[src/rtl/add_disp_ctrl.sv]
// Sequencing controller for the 4-bit adder / binary-to-decimal / 7-segment path.
// Accepts an operand pair, drives the shared external adder, and captures
// {cout,sum}. It splits the result into tens/ones by repeated subtract-10 and
// scans the two digits onto one digit bus with active-low anode enables.
module add_disp_ctrl #(
  parameter int REFRESH_DIV = 4,
  parameter bit BLANK_LZ    = 1'b1
) (
  input  logic       clk,
  input  logic       rst_n,
  input  logic       in_valid,
  output logic       in_ready,
  input  logic [3:0] a,
  input  logic [3:0] b,
  output logic [3:0] add_a,
  output logic [3:0] add_b,
  input  logic [3:0] add_sum,
  input  logic       add_cout,
  output logic [4:0] result,
  output logic       ovf,
  output logic       done,
  output logic [3:0] dig,
  output logic [1:0] an
);

  localparam int CW = (REFRESH_DIV > 1) ? $clog2(REFRESH_DIV) : 1;
  localparam logic [CW-1:0] CNT_MAX = CW'(REFRESH_DIV - 1);

  typedef enum logic [1:0] {IDLE, LOAD, CONVERT} state_t;

  state_t      state_q, state_d;
  logic [3:0]  add_a_q, add_a_d;
  logic [3:0]  add_b_q, add_b_d;
  logic [4:0]  result_q, result_d;
  logic        ovf_q, ovf_d;
  logic        done_q, done_d;
  logic [4:0]  work_q, work_d;
  logic [1:0]  tens_q, tens_d;
  logic [1:0]  disp_tens_q, disp_tens_d;
  logic [3:0]  disp_ones_q, disp_ones_d;

  logic [CW-1:0] cnt_q, cnt_d;
  logic          slot_q, slot_d;
  logic [1:0]    an_q, an_d;
  logic [3:0]    dig_q, dig_d;

  // Controller state and datapath registers.
  always_ff @(posedge clk or negedge rst_n) begin
    if (!rst_n) begin
      state_q     <= IDLE;
      add_a_q     <= '0;
      add_b_q     <= '0;
      result_q    <= '0;
      ovf_q       <= 1'b0;
      done_q      <= 1'b0;
      work_q      <= '0;
      tens_q      <= '0;
      disp_tens_q <= '0;
      disp_ones_q <= '0;
    end else begin
      state_q     <= state_d;
      add_a_q     <= add_a_d;
      add_b_q     <= add_b_d;
      result_q    <= result_d;
      ovf_q       <= ovf_d;
      done_q      <= done_d;
      work_q      <= work_d;
      tens_q      <= tens_d;
      disp_tens_q <= disp_tens_d;
      disp_ones_q <= disp_ones_d;
    end
  end

  // Next-state logic: accept, capture adder output, then one subtract-10 per cycle.
  always_comb begin
    state_d     = state_q;
    add_a_d     = add_a_q;
    add_b_d     = add_b_q;
    result_d    = result_q;
    ovf_d       = ovf_q;
    done_d      = 1'b0;
    work_d      = work_q;
    tens_d      = tens_q;
    disp_tens_d = disp_tens_q;
    disp_ones_d = disp_ones_q;
    in_ready    = 1'b0;
    case (state_q)
      IDLE: begin
        in_ready = 1'b1;
        if (in_valid) begin
          add_a_d = a;
          add_b_d = b;
          state_d = LOAD;
        end
      end
      LOAD: begin
        // External adder has had a full cycle to settle on add_a/add_b.
        result_d = {add_cout, add_sum};
        ovf_d    = add_cout;
        work_d   = {add_cout, add_sum};
        tens_d   = '0;
        state_d  = CONVERT;
      end
      CONVERT: begin
        if (work_q >= 5'd10) begin
          work_d = work_q - 5'd10;
          tens_d = tens_q + 2'd1;
        end else begin
          // Display registers update only with a complete result.
          disp_tens_d = tens_q;
          disp_ones_d = work_q[3:0];
          done_d      = 1'b1;
          state_d     = IDLE;
        end
      end
      default: state_d = IDLE;
    endcase
  end

  // Scan counter, slot and registered digit/anode outputs.
  always_ff @(posedge clk or negedge rst_n) begin
    if (!rst_n) begin
      cnt_q  <= '0;
      slot_q <= 1'b0;
      an_q   <= 2'b11;
      dig_q  <= '0;
    end else begin
      cnt_q  <= cnt_d;
      slot_q <= slot_d;
      an_q   <= an_d;
      dig_q  <= dig_d;
    end
  end

  // Slot timing and per-slot digit/anode selection; outputs lag the slot by one cycle.
  always_comb begin
    cnt_d  = cnt_q + CW'(1);
    slot_d = slot_q;
    if (cnt_q == CNT_MAX) begin
      cnt_d  = '0;
      slot_d = ~slot_q;
    end
    if (!slot_q) begin
      an_d  = 2'b10;
      dig_d = disp_ones_q;
    end else begin
      dig_d = {2'b00, disp_tens_q};
      if (BLANK_LZ && (disp_tens_q == 2'd0)) an_d = 2'b11;
      else                                   an_d = 2'b01;
    end
  end

  assign add_a  = add_a_q;
  assign add_b  = add_b_q;
  assign result = result_q;
  assign ovf    = ovf_q;
  assign done   = done_q;
  assign dig    = dig_q;
  assign an     = an_q;

endmodule

[config.mk]
export PLATFORM = sky130hd
export DESIGN_NAME = add_disp_ctrl
export DESIGN_NICKNAME = d
export VERILOG_FILES = /design/src/rtl/add_disp_ctrl.sv
export SDC_FILE = /design/constraint.sdc
export NUM_CORES = 1
export LEC_CHECK = 0
export CAP_MARGIN = 20
export CORE_UTILIZATION = 51
export DETAILED_ROUTE_END_ITERATION = 10
export PLACE_DENSITY = 0.81
export SLEW_MARGIN = 20
export SYNTH_ARGS = -nofsm -noshare
export SYNTH_HDL_FRONTEND = slang
export SYNTH_SLANG_ARGS = --single-unit
[constraint.sdc]
create_clock -name clk -period 2.65 [get_ports clk]
set_input_delay 0.3975 -clock clk [delete_from_list [all_inputs] [get_ports clk]]
set_output_delay 0.3975 -clock clk [all_outputs]
set_load 0.01 [all_outputs]
==> metrics <==
status=finished clean; Pre-antenna DRT Iters=4; dpl hpwl=~2100 um; PortBufs=37; core footprint=approximately 0.003 mm2; f_max=483 MHz; metal3 WL=between 100 and 150 um; Tot Pwr=about 2.5 mW; RSZ-0062 raised after global routing=false; chip width=58.6 um; vias in the first global route=1081; Die Y=58.6 um; met1 WL=~1200 um; syn nets=between 100 and 150; crit path DAT=between 2 and 2.5 ns; DRT Wirelength=approximately 2900 um; share of layout cells above drive strength 1=between 10% and 20%; crit path from=state_q[0]; TritonCTS clock tree=done; largest net degree at the start of global routing=39; nets=190; DRC Markers=0; ant diodes=0; DR vias/cell=5.29; placed instance count=204; Warnings, synthesis=0; critical path startpoint category=register; R2R cell count=5; Final Max Tran Viols=0; period utilization=between 70% and 80%; Power Dens Cells=approximately 1200 mW/mm2; # rows=20; number of max-cap violations=0; post-CTS setup buffers=0; Top Layer Used=met4; Tightest Pin Transition=a little under 0.8 ns; Post-Layout Cell Count=approximately 210; Vias=about 1100; post-synth design cell area=approximately 0.0016 mm2; worst hold margin=around 0.13 ns; first-iteration detailed-routing DRC count=29; required time worst endpoint=2.88 ns; initial core utilization=53.4%; fin util=about 69%; worst setup path category=register to register; Slew headroom=a little under half; # hold bufs at CTS=0; pre-CTS WS=0.607 ns; clk_lat worst skew=~0.34 ns; worst-path maximum fanout=10; final setup fails=0; Fin Setup TNS=0 ns; Netlist cell types=29; Worst setup endpoint=disp_ones_q[2]; GP Congestion=a little over 0.8; final hold vios=0; Cells after Synth=about 130; Worst IR Drop VDD=0.000644 V; Worst setup EP type=register; post-layout min period=~2.1 ns; fin area=around 0.0021 mm2; P&R area growth vs syn=29.4%; Reg2Reg Setup Slack=between 0.5 and 0.6 ns; clock buffer depth=2; initial antenna violation count=0; register area share after synthesis=between 50% and 60%; number of synthesized register bits=38; Met2 Routed Length=~1500 um; first-pass GRT wire length=4780 um; Final WS setup=slightly below 0.6 ns; total clock sinks=38; total CTS buffers=5; Hold Crit Class=primary input to asynchronous set/reset pin; root buf cell=clkbuf_4; Die Area=0.00343 mm2; Ports=38; total gr overflow=0; leak pwr=between 0.9 and 1 nW; Synth Area per Inst=12.9 um2; drt wl/cell=13.6 um; R2R Path Start=state_q[0]; Clock transition at path regs=between 0.1 and 0.15 ns; Total Routing Usage GR=19.0%; clock skew=around 0.0016 ns; CTS resizes=0; capturing point of the worst reg2reg path=disp_ones_q[2]; number of routed nets with antenna violations=0; placed cell areas=between 0.002 and 0.0025 mm2; H-Tree Depth=2
-- kinds of logic (layout without fill, tap and decap cells) --
logic type / after synthesis / in the layout / synth area share (%)
adder cells (fa/ha/maj): 7 / 7 / 5.37
XOR/XNOR: 1 / 1 / 0.537
AND/OR/NAND/NOR: 28 / 28 / 9.20
flip-flops: 38 / 38 / 58.4
AO/OA/AOI/OAI: 21 / 21 / 9.89
multiplexers: 20 / 20 / 13.8
buffers and inverters: 11 / 53 / 2.76
-- worst min path at each step --
stage                         startpoint   endpoint  slack (ns)  cells after the start
after detailed placement  disp_tens_q[0]      an[1]        0.44                      1
after global placement          cnt_q[0]   cnt_q[0]        0.41                      1
after floorplan                    rst_n   add_a[0]        0.10                      0
after global routing               rst_n     dig[2]        0.19                      1
after CTS                          rst_n  result[1]        0.16                      1
final                              rst_n     dig[2]        0.13                      1
-- cell usage after synthesis --
master      n  area [um2]
o21ai_0     6        30.0
nor2_1      4        15.0
o22ai_1     3        18.8
a31o_2      1        8.76
dfrtp_1    36         901
ha_1        7        87.6
nand2_1     8        30.0
nor2b_1     9        56.3
o2111ai_1   1        8.76
a21oi_1     3        15.0
nor3_1      1        5.00
nor4b_1     1        8.76
mux2_2     20         225
nand3_1     1        5.00
a211o_1     2        17.5
o311ai_0    1        8.76
inv_1       8        30.0
a2bb2oi_1   1        8.76
dfstp_2     2        52.6
a2111oi_4   1        27.5
nand4_1     1        6.26
buf_4       1        7.51
nand2b_1    1        6.26
a311o_1     1        10.0
a211oi_1    1        7.51
nand4b_1    1        8.76
and2_4      1        8.76
xor2_1      1        8.76
clkbuf_1    2        7.51
-- worst max-delay path, cell delays in order (launching register included) --
cell and delay [ns]:
dfrtp_1 0.42, inv_1 0.12, ha_1 0.28, inv_1 0.19, a2111oi_4 0.55, mux2_2 0.40
-- placed cells by master, fill, tap and decap left out, drive strengths merged, types with 2 or more instances in the layout --
master         count
dfrtp             36
clkdlybuf4s50     36
mux2              20
nor2b              9
inv                8
nand2              8
ha                 7
clkbuf             7
o21ai              6
nor2               4
o22ai              3
a21oi              3
a211o              2
dfstp              2
-- power breakdown --
group | internal [mW] | switching [mW] | leakage (nW) | total (mW)
Sequential | 0.814 | 0.162 | 0.466 | 0.976
Clock | 0.200 | 0.182 | 0.0395 | 0.382
Combinational | 0.645 | 0.507 | 0.417 | 1.15
Total | 1.66 | 0.851 | 0.922 | 2.51
-- state kept, by name, indices dropped and copies added, names as in the netlist --
name         count
disp_tens_q      2
disp_ones_q      4
dig              4
add_b            4
add_a            4
done             1
slot_q           1
state_q          2
result           5
work_q           5
an               2
tens_q           2
cnt_q            2
-- cell type report --
class | instances | area, um2
timing repair buffer | 37 | 365
tap | 44 | 55.1
sequential | 38 | 953
inverter | 8 | 30.0
clock buffer | 7 | 45.0
fill | 245 | 941
multi-input combinational | 77 | 633
clock inverter | 1 | 30.0
-- per-layer routing --
layer	vias to the layer above	track usage (%)
met5	-	0
met4	0	8.50
met3	6	5.27
met2	28	32.0
met1	565	22.7
li1	523	-
Note: power is estimated with default switching activity, not from simulation.
